--- config.mk ---
export PLATFORM = sky130hd
export DESIGN_NAME = relu_pass_ctrl
export DESIGN_NICKNAME = d
export VERILOG_FILES = /design/src/rtl/relu_ctrl_pkg.sv /design/src/rtl/relu_lane_fsm.sv /design/src/rtl/relu_pass_ctrl.sv
export SDC_FILE = /design/constraint.sdc
export NUM_CORES = 1
export LEC_CHECK = 0
export BUFFER_PORTS_ARGS = -buffer_cell sky130_fd_sc_hd__buf_2
export CORE_ASPECT_RATIO = 0.5
export CORE_UTILIZATION = 38
export DETAILED_ROUTE_END_ITERATION = 8
export HOLD_SLACK_MARGIN = 0.12
export PLACE_DENSITY = 0.58
export SYNTH_ARGS = -nofsm -noshare
export SYNTH_HDL_FRONTEND = slang
export SYNTH_SLANG_ARGS = --single-unit
--- constraint.sdc ---
create_clock -name clk -period 9.8 [get_ports clk]
set_input_delay 1.47 -clock clk [delete_from_list [all_inputs] [get_ports clk]]
set_output_delay 1.47 -clock clk [all_outputs]
set_load 0.005 [all_outputs]
--- src/rtl/relu_ctrl_pkg.sv ---
// relu_ctrl_pkg: shared lane/top state types, widths and the ReLU clamp helper
// used by the ReLU pass sequencer and its per-lane FSMs.
package relu_ctrl_pkg;

    localparam int ADDR_W_DEF = 12;
    localparam int DATA_W_DEF = 16;
    localparam int LANE_IDX_W = ADDR_W_DEF + 1;

    typedef enum logic [2:0] {
        L_IDLE,
        L_RD,
        L_WAIT,
        L_WR,
        L_DONE
    } lane_state_t;

    typedef enum logic [1:0] {
        IDLE,
        RUN,
        FIN
    } top_state_t;

    // Returns {clamped, result}; any set sign bit (including -0) maps to +0.
    function automatic logic [DATA_W_DEF:0] relu_f(
        input logic [DATA_W_DEF-1:0] d
    );
        logic neg;
        neg = d[DATA_W_DEF-1];
        return {neg, (neg ? {DATA_W_DEF{1'b0}} : d)};
    endfunction

endpackage

--- src/rtl/relu_lane_fsm.sv ---
// relu_lane_fsm: one SRAM request lane; reads element i, clamps it, writes it
// back to dst, then steps i by M.
// Ports: launch/clear from the top FSM, latched src/dst/len, one request
// stream (req_v/req_we/req_addr/req_wdata/req_ready), one response stream
// (rsp_v/rsp_data), clamp event pulse and lane_done status.
module relu_lane_fsm
    import relu_ctrl_pkg::*;
#(
    parameter int M      = 8,
    parameter int ADDR_W = ADDR_W_DEF,
    parameter int Data_W = DATA_W_DEF,
    parameter int K      = 0
) (
    input  logic              clk,
    input  logic              rst,
    input  logic              launch,
    input  logic              clear,
    input  logic [ADDR_W-1:0] src_base,
    input  logic [ADDR_W-1:0] dst_base,
    input  logic [ADDR_W:0]   len,
    input  logic              req_ready,
    input  logic              rsp_v,
    input  logic [Data_W-1:0] rsp_data,
    output logic              req_v,
    output logic              req_we,
    output logic [ADDR_W-1:0] req_addr,
    output logic [Data_W-1:0] req_wdata,
    output logic              clamp,
    output logic              lane_done
);

    lane_state_t             state_q;
    lane_state_t             state_d;
    logic [LANE_IDX_W-1:0]   idx_q;
    logic [LANE_IDX_W-1:0]   idx_inc;
    logic [Data_W-1:0]       wdata_q;
    logic [DATA_W_DEF:0]     rf;

    assign idx_inc   = idx_q + LANE_IDX_W'(M);
    assign rf        = relu_f(rsp_data);
    assign req_wdata = wdata_q;
    assign lane_done = (state_q == L_DONE);

    always_comb begin
        state_d  = state_q;
        req_v    = 1'b0;
        req_we   = 1'b0;
        req_addr = '0;
        clamp    = 1'b0;
        unique case (state_q)
            L_IDLE: begin
                if (launch)
                    state_d = (LANE_IDX_W'(K) < len) ? L_RD : L_DONE;
            end
            L_RD: begin
                req_v    = 1'b1;
                req_addr = src_base + idx_q[ADDR_W-1:0];
                if (req_ready)
                    state_d = L_WAIT;
            end
            L_WAIT: begin
                if (rsp_v) begin
                    clamp   = rf[DATA_W_DEF];
                    state_d = L_WR;
                end
            end
            L_WR: begin
                req_v    = 1'b1;
                req_we   = 1'b1;
                req_addr = dst_base + idx_q[ADDR_W-1:0];
                if (req_ready)
                    state_d = (idx_inc < len) ? L_RD : L_DONE;
            end
            L_DONE: begin
                if (clear)
                    state_d = L_IDLE;
            end
            default: state_d = L_IDLE;
        endcase
    end

    always_ff @(posedge clk) begin
        if (rst) begin
            state_q <= L_IDLE;
            idx_q   <= '0;
            wdata_q <= '0;
        end else begin
            state_q <= state_d;
            if (launch)
                idx_q <= LANE_IDX_W'(K);
            else if (state_q == L_WR && req_ready)
                idx_q <= idx_inc;
            if (state_q == L_WAIT && rsp_v)
                wdata_q <= rf[Data_W-1:0];
        end
    end

endmodule

--- src/rtl/relu_pass_ctrl.sv ---
// relu_pass_ctrl: runs one ReLU pass over a region of the banked scratch SRAM
// using M independent lanes; element i is handled by lane i mod M.
// Ports: start/src_base/dst_base/len command, busy/done/neg_cnt status,
// packed per-lane request bus (req_v, req_we, Req_addr, Req_wData, req_ready)
// and response bus (rsp_v, Rsp_rData).
module relu_pass_ctrl
    import relu_ctrl_pkg::*;
#(
    parameter int M      = 8,
    parameter int ADDR_W = ADDR_W_DEF,
    parameter int Data_W = DATA_W_DEF
) (
    input  logic                  clk,
    input  logic                  rst,
    input  logic                  start,
    input  logic [ADDR_W-1:0]     src_base,
    input  logic [ADDR_W-1:0]     dst_base,
    input  logic [ADDR_W:0]       len,
    output logic                  busy,
    output logic                  done,
    output logic [ADDR_W:0]       neg_cnt,
    output logic [M-1:0]          req_v,
    output logic [M-1:0]          req_we,
    output logic [M*ADDR_W-1:0]   Req_addr,
    output logic [M*Data_W-1:0]   Req_wData,
    input  logic [M-1:0]          req_ready,
    input  logic [M*Data_W-1:0]   Rsp_rData,
    input  logic [M-1:0]          rsp_v
);

    localparam logic [ADDR_W+1:0] NEG_MAX = (ADDR_W+2)'(1) << ADDR_W;

    top_state_t          top_q;
    top_state_t          top_d;
    logic [ADDR_W-1:0]   src_q;
    logic [ADDR_W-1:0]   dst_q;
    logic [ADDR_W:0]     len_q;
    logic [ADDR_W:0]     len_eff;
    logic                launch;
    logic                clear;
    logic [M-1:0]        clamp;
    logic [M-1:0]        lane_done;
    logic [ADDR_W+1:0]   neg_sum;

    assign launch = (top_q == IDLE) && start;
    assign clear  = (top_q == FIN);
    assign busy   = (top_q != IDLE);
    assign done   = (top_q == FIN);

    // Lanes decide L_RD vs L_DONE on the launch edge, before len_q is loaded.
    assign len_eff = (top_q == IDLE) ? len : len_q;

    always_comb begin
        top_d = top_q;
        unique case (top_q)
            IDLE:    if (start) top_d = RUN;
            RUN:     if (&lane_done) top_d = FIN;
            FIN:     top_d = IDLE;
            default: top_d = IDLE;
        endcase
    end

    always_comb begin
        neg_sum = {1'b0, neg_cnt};
        for (int k = 0; k < M; k++)
            neg_sum = neg_sum + (ADDR_W+2)'(clamp[k]);
    end

    always_ff @(posedge clk) begin
        if (rst) begin
            top_q   <= IDLE;
            src_q   <= '0;
            dst_q   <= '0;
            len_q   <= '0;
            neg_cnt <= '0;
        end else begin
            top_q <= top_d;
            if (launch) begin
                src_q   <= src_base;
                dst_q   <= dst_base;
                len_q   <= len;
                neg_cnt <= '0;
            end else if (neg_sum > NEG_MAX) begin
                neg_cnt <= NEG_MAX[ADDR_W:0];
            end else begin
                neg_cnt <= neg_sum[ADDR_W:0];
            end
        end
    end

    for (genvar k = 0; k < M; k++) begin : g_lane
        relu_lane_fsm #(
            .M      (M),
            .ADDR_W (ADDR_W),
            .Data_W (Data_W),
            .K      (k)
        ) u_lane (
            .clk       (clk),
            .rst       (rst),
            .launch    (launch),
            .clear     (clear),
            .src_base  (src_q),
            .dst_base  (dst_q),
            .len       (len_eff),
            .req_ready (req_ready[k]),
            .rsp_v     (rsp_v[k]),
            .rsp_data  (Rsp_rData[k*Data_W +: Data_W]),
            .req_v     (req_v[k]),
            .req_we    (req_we[k]),
            .req_addr  (Req_addr[k*ADDR_W +: ADDR_W]),
            .req_wdata (Req_wData[k*Data_W +: Data_W]),
            .clamp     (clamp[k]),
            .lane_done (lane_done[k])
        );
    end

endmodule

Word level (Yosys, flattened, before mapping)
Index checks and enable logic that the tools add are counted.
{ "op_classes": {"n_mux": 124, "n_lt_le_gt_ge": 17, "addsub": 32, "n_reduce_logical": 54, "eq_ne": 76} }
{ "op_table": {"columns": ["operator", "count"], "rows": [
  ["$add 12x12->12", 16],
  ["$pmux 12 s2", 8],
  ["$mux 3", 57],
  ["$mux 15", 8],
  ["$pmux 3 s5", 8],
  ["$add 13x4->13 const B", 8],
  ["$lt 13x13->1", 8],
  ["$add 14x1->14", 7],
  ["$ne 2x2->1 const B", 41],
  ["$lt 3x13->1 const A", 4],
  ["$eq 3x2->1 const B", 16],
  ["$reduce_and 5->1", 8],
  ["$mux 1", 34],
  ["$lt 1x13->1 const A", 2],
  ["$lt 2x13->1 const A", 2],
  ["$mux 13", 2],
  ["$eq 3x1->1 const B", 8],
  ["$eq 3x3->1 const B", 8],
  ["$logic_not 3->1", 8],
  ["$reduce_or 2->1", 9],
  ["$logic_and 1x1->1", 17],
  ["$reduce_bool 2->1", 8],
  ["$add 13x1->14", 1],
  ["$gt 14x13->1 const B", 1],
  ["9 further kinds", 14]
]} }
{ "word_totals": {"output_inout_bits": 255, "input_bits": 184, "regBits": 308, "elab_cells": 340} }

Depth between registers and ports, before layout
{ "depth": {"depth_word": 12, "depth_mapped": 20, "mapped_depth_nobuf": 17} }

Modules after synthesis
From an unflattened synthesis, not the netlist that was laid out.
{ "hier_totals": {"hier_cells": 2689, "area_unflattened_um2": 20920.1} }
{ "modules_own_cells": {"columns": ["module", "cells_each", "instances", "seq_area_each_um2", "area_per_inst_um2"], "rows": [
  ["relu_pass_ctrl", 295, 1, 1041.0, 2427.3],
  ["relu_lane_fsm at g_lane[1].u_lane", 301, 1, 580.6, 2378.5],
  ["relu_lane_fsm at g_lane[3].u_lane", 300, 1, 580.6, 2374.8],
  ["relu_lane_fsm at g_lane[5].u_lane", 326, 1, 580.6, 2354.8],
  ["relu_lane_fsm at g_lane[2].u_lane", 314, 1, 580.6, 2337.2],
  ["relu_lane_fsm at g_lane[7].u_lane", 298, 1, 580.6, 2329.7],
  ["relu_lane_fsm at g_lane[6].u_lane", 293, 1, 580.6, 2302.2],
  ["relu_lane_fsm at g_lane[4].u_lane", 279, 1, 580.6, 2224.6],
  ["relu_lane_fsm at g_lane[0].u_lane", 283, 1, 560.5, 2190.9]
]} }

Least setup slack after synthesis
No wires, ideal clock.
{ "synth_timing": {"path_type": "input -> register", "from": "in rsp_v[0]", "to": "reg neg_cnt[4]", "setup_time_ns": 0.093, "setup_slack_ns": 3.872, "arrival_ns": 5.836, "t_required_ns": 9.707, "cell_stages": 19, "path_buffers": 2, "path_cell_list": "nor4bb_1 clkbuf_1 clkbuf_1 and2_1 fa_1 inv_1 fa_1 inv_1 fa_1 inv_1 fa_1 inv_1 fa_1 nand2b_1 nor4_1 o221ai_1 a211oi_1 a41oi_1 nor4_1"} }
{ "synth_via": {"elab_chain_cells": 12} }
{ "synth_lines": {"columns": ["item", "line_no", "text"], "rows": [
  ["from (decl)", "relu_pass_ctrl.sv:28", "input logic [M-1:0] rsp_v"],
  ["$mux 1", "relu_lane_fsm.sv:62", "if (rsp_v) begin"],
  ["$mux 1", "relu_lane_fsm.sv:50", "unique case (state_q)"],
  ["$add 13x1->14", "relu_pass_ctrl.sv:66", "neg_sum = neg_sum + (ADDR_W+2)'(clamp[k]);"],
  ["$add 14x1->14 (7 in series)", "relu_pass_ctrl.sv:66", null],
  ["net neg_sum[1]", "relu_pass_ctrl.sv:43", "logic [ADDR_W+1:0] neg_sum;"],
  ["$gt 14x13->1", "relu_pass_ctrl.sv:83", "end else if (neg_sum > NEG_MAX) begin"],
  ["$reduce_or 3->1 (no source line)", null, null],
  ["to (signal assigned)", "relu_pass_ctrl.sv:84", "neg_cnt <= NEG_MAX[ADDR_W:0];"],
  ["to (signal assigned)", "relu_pass_ctrl.sv:86", "neg_cnt <= neg_sum[ADDR_W:0];"],
  ["to (decl)", "relu_pass_ctrl.sv:21", "output logic [ADDR_W:0] neg_cnt,"]
]} }
The timed path passes the listed nets, and every way through them passes these cells.
A chain may end at the register's enable or synchronous reset.

Worst setup path in the final report
{ "layout_timing": {"from": "reg g_lane[7].u_lane.state_q[2]", "to": "out Req_addr[95]"} }
{ "layout_via": {"elab_chain_cells": 2, "word_cells_on_any_way": 3, "classes_between": "2 x eq/ne; 1 x mux"} }
{ "layout_lines": {"columns": ["item", "line_no", "text"], "rows": [
  ["from (decl)", "relu_lane_fsm.sv:32", "lane_state_t state_q;"],
  ["from (signal assigned)", "relu_lane_fsm.sv:88", "state_q <= state_d;"],
  ["$eq 3x2->1 or $eq 3x1->1 (tied branches)", "relu_lane_fsm.sv:50", null],
  ["$pmux 12 s2 *", "relu_lane_fsm.sv:50", null],
  ["to (decl)", "relu_pass_ctrl.sv:24", "output logic [M*ADDR_W-1:0] Req_addr,"]
]} }
Mark *: on every way between the ends. The rest lies on a longest branch, timed or not.

==> impl_metrics.env <==
export IMPL_first_global_vias=17870
export IMPL_rrSetupSlack_ns=4.40
export IMPL_swShare_pct=30.36
export IMPL_insertion_delay_ns=0.59
export IMPL_synth_cell_types=87
export IMPL_cp_start_kind="flop"
export IMPL_period_share_pct=61.29
export IMPL_postSynthCellCount=2543
export IMPL_die_w_um=325.5
export IMPL_antenna_found_initial=0
export IMPL_post_cts_resized=0
export IMPL_clk_pin_slew_ns=0.07
export IMPL_synth_edf_count=0
export IMPL_endpoint_kind="output port"
export IMPL_hold_depth=2
export IMPL_wirelength_um=69660
export IMPL_path_max_fanout=12
export IMPL_power_switching_mw=0.8990
export IMPL_seq_power_share_pct=41.5
export IMPL_coreArea_sq_um=50940
export IMPL_ys_seq_area_share_pct=28.00
export IMPL_worstHoldEndpoint="g_lane[1].u_lane.req_wdata[7]"
export IMPL_syn_area_sq_um=19880
export IMPL_cts_buffers=30
export IMPL_async_reset_ff_share_pct=0
export IMPL_min_delay_start="g_lane[1].u_lane.req_wdata[7]"
export IMPL_port_buffers=430
export IMPL_ant_nets=0
export IMPL_dr_pass1_iters=6
export IMPL_final_cell_count_no_fill=3597
export IMPL_rsz0062_at_grt="false"
export IMPL_worst_pin_slew_ns=1.091
export IMPL_die_area_sq_um=53290
export IMPL_netlist_area_leader_share_pct=28.00
export IMPL_p_per_area_nw_per_um2=125.7
export IMPL_die_h_um=163.7
export IMPL_tritoncts="built"
export IMPL_p_clk_share_pct=41.2
export IMPL_ir_worst_vdd_uv=121.0
export IMPL_area_delta_synth_final_pct=18.49
export IMPL_dp_cells=3540
export IMPL_finalHoldViolations=0
export IMPL_ys_top_cells_by_area="dfxtp_1 28%, ha_1 11%, nand2_1 7.2%"
export IMPL_overflow=0
export IMPL_r2r_cells=18
export IMPL_setup_violations=0
export IMPL_fin_setup_tns_ns=0
export IMPL_cts_buffer_depth=3
export IMPL_drc=0
export IMPL_status="finished clean"
export IMPL_period_needed_ns=6.006
export IMPL_hold_buffers=0
export IMPL_avgSynthCellArea_sq_um=7.817
export IMPL_cts_sinks=278
export IMPL_vias=19400
export IMPL_rr_endpoint="neg_cnt[11]"
export IMPL_io_pins=439
export IMPL_intPower_mw=2.062
export IMPL_maxCapViolations=0
export IMPL_p_leak_nw=10.54
export IMPL_cts_setup_buffers=0
export IMPL_drtIter0Drc=1295
export IMPL_slew_headroom_pct=25.83
export IMPL_drive_above_1_share_pct=21.00
export IMPL_cts_root_buf="clkbuf_16"
export IMPL_cp_arrival_ns=4.54
export IMPL_routed_via_density=5.393
export IMPL_fmax_mhz=166.5
export IMPL_hp_class="flop to flop"
export IMPL_yosysWarnings=0
export IMPL_place_detailed_hpwl_um=50630
export IMPL_slew_violations=0
export IMPL_num_rows=58
export IMPL_grt_first_pass_wirelength_um=104900
export IMPL_grt_max_degree=81
export IMPL_ys_seq_elements=278
export IMPL_yosys_most_used_dff="dfxtp_1"
export IMPL_finClkSkew_ns=0.01519
export IMPL_timing_hold_ws_ns=0.4474
export IMPL_start_util_pct=39.02
export IMPL_detail_route_wl_per_cell_um=19.37
export IMPL_power_frac_comb_pct=17.3
export IMPL_cp_required_ns=8.33
export IMPL_yosysTopAreaCell="dfxtp_1"
export IMPL_grt_total_usage_pct=25.14
export IMPL_crit_type="flop to output port"
export IMPL_finish_net_count=3252
export IMPL_gp_congestion=0.8867
export IMPL_ctsHtreeMaxLevel=1
export IMPL_reg2reg_from="g_lane[0].u_lane.state_q[1]"
[kinds of logic (layout without fill, tap and decap cells)]
family                     after synthesis  in the layout  share of synthesized area, %
adders and majority gates              186            186                         12.08
DFF                                    278            278                         28.00
AOI/OAI and AO/OA                      506            506                         15.25
buffers and inverters                  228            583                         4.891
muxes                                   96             96                         5.281
and+or+nand+nor                       1064           1064                         26.37
xor gates and xnor gates               184            184                         8.107
other                                    1             10                       0.01886
[flip-flops by register name (all words and copies together), names as in the netlist]
register,count
src_q,12
g_lane.u_lane.req_wdata,120
g_lane.u_lane.state_q,24
top_q,2
g_lane.u_lane.idx_q,82
len_q,13
dst_q,12
neg_cnt,13
[layer usage]
metal | wire [um] | GRT usage (%) | vias to the layer above
met5 | 0 | 0 | -
met3 | 4021 | 3.901 | 108
li1 | - | - | 9551
met1 | 31310 | 33.31 | 9188
met2 | 32220 | 42.19 | 553
met4 | 2117 | 7.661 | 0
[power by group through the flow]
stage | Sequential (mW) | Clock [mW] | Combinational (mW)
after floorplan | 1.20 | 0 | 0.344
after global placement | 1.25 | 0 | 0.505
final | 1.23 | 1.22 | 0.513
after detailed placement | 1.25 | 0 | 0.509
after global routing | 1.23 | 1.29 | 0.567
after CTS | 1.23 | 1.24 | 0.512
[area by class of cell]
type,count,area (sq um)
multi-input cells,2044,13470
fillers,5263,27390
well taps,690,863.3
flip-flops and latches,278,5565
inverters,73,276.5
diodes,2,5.005
repair buffers,455,2346
clock buffers,43,879.6
clock inverters,12,151.4
[Yosys cell counts (4+ instances only)]
library cell / count
inv_1: 72
nand4_1: 20
ha_1: 176
buf_4: 26
o21bai_1: 7
o31ai_1: 11
a211oi_1: 10
nor3b_1: 24
and3b_1: 4
fa_1: 10
o21a_1: 12
mux2_2: 61
a2111oi_0: 5
a211o_1: 5
o211ai_1: 8
mux2i_1: 34
nand2b_1: 19
or2_2: 14
and4_1: 4
a21o_1: 37
xor2_1: 90
buf_2: 6
dfxtp_1: 278
o31a_1: 5
or3_1: 39
nand3b_1: 112
nor2b_1: 10
o41ai_1: 10
o22ai_1: 5
a21oi_1: 260
a31oi_1: 13
nor4b_1: 4
nor4_1: 12
buf_1: 14
nor4bb_1: 4
and3_1: 18
clkbuf_1: 107
nor3_1: 72
nor2_1: 229
o21ai_0: 80
xnor2_1: 94
nand3_1: 59
nand2_1: 383
and2_1: 20
nand4bb_1: 4
[critical path: stages, from the launching register on]
cell and delay (ns):
dfxtp_1 0.53, nand2b_1 0.52, inv_1 0.19, nand2_1 0.43
mux2_2 0.41, ha_1 0.30, a211oi_1 0.36, o211a_1 0.25
o311ai_0 0.20, o41ai_1 0.34, xnor2_1 0.12, nor2_1 0.15
buf_2 0.15
[worst max-delay path by stage]
stage | from | endpoint | slack [ns] | cells after the start
2_1_floorplan | rsp_v[0] | neg_cnt[4] | 3.87 | 19
3_3_place_gp | rsp_v[0] | neg_cnt[11] | 3.36 | 19
3_5_place_dp | rsp_v[0] | neg_cnt[11] | 3.33 | 19
4_1_cts | g_lane[7].u_lane.state_q[2] | Req_addr[95] | 3.80 | 12
5_1_grt | g_lane[7].u_lane.state_q[2] | Req_addr[95] | 3.47 | 12
6_report | g_lane[7].u_lane.state_q[2] | Req_addr[95] | 3.79 | 12
[per-stage QoR]
| stage | worst slack, ns | total power [mW] | util [%] | cell area (sq um) |
|---|---|---|---|---|
| floorplan | 3.872 | 1.547 | - | 19910 |
| global placement | 3.357 | 1.756 | 44.20 | 22520 |
| detailed placement | 3.331 | 1.760 | 44.20 | 22520 |
| CTS | 3.798 | 2.981 | 46.23 | 23550 |
| global route | 3.474 | 3.088 | 46.23 | 23550 |
| finish | 3.794 | 2.962 | 46.24 | 23560 |
[placed cells by master, fill, tap and decap left out, types with 10 or more instances in the layout]
cell         n
nand3b_1   112
ha_1       176
buf_2      429
mux2_2      61
fa_1        10
or3_1       39
buf_4       25
or2_2       14
a31oi_1     13
nor3_1      71
a21o_1      37
xnor2_1     94
o21a_1      12
nor4_1      12
nor2b_1     10
nand4_1     20
mux2i_1     29
inv_1       72
nand2b_1    18
o21ai_0     80
nor2_1     229
xor2_1      90
and2_1      20
a211oi_1    10
clkbuf_16   30
o31ai_1     11
dfxtp_1    278
a21oi_1    260
nor3b_1     23
nand2_1    383
nand3_1     59
and3_1      18
o41ai_1     10
Note: power is estimated with default switching activity, not from simulation.
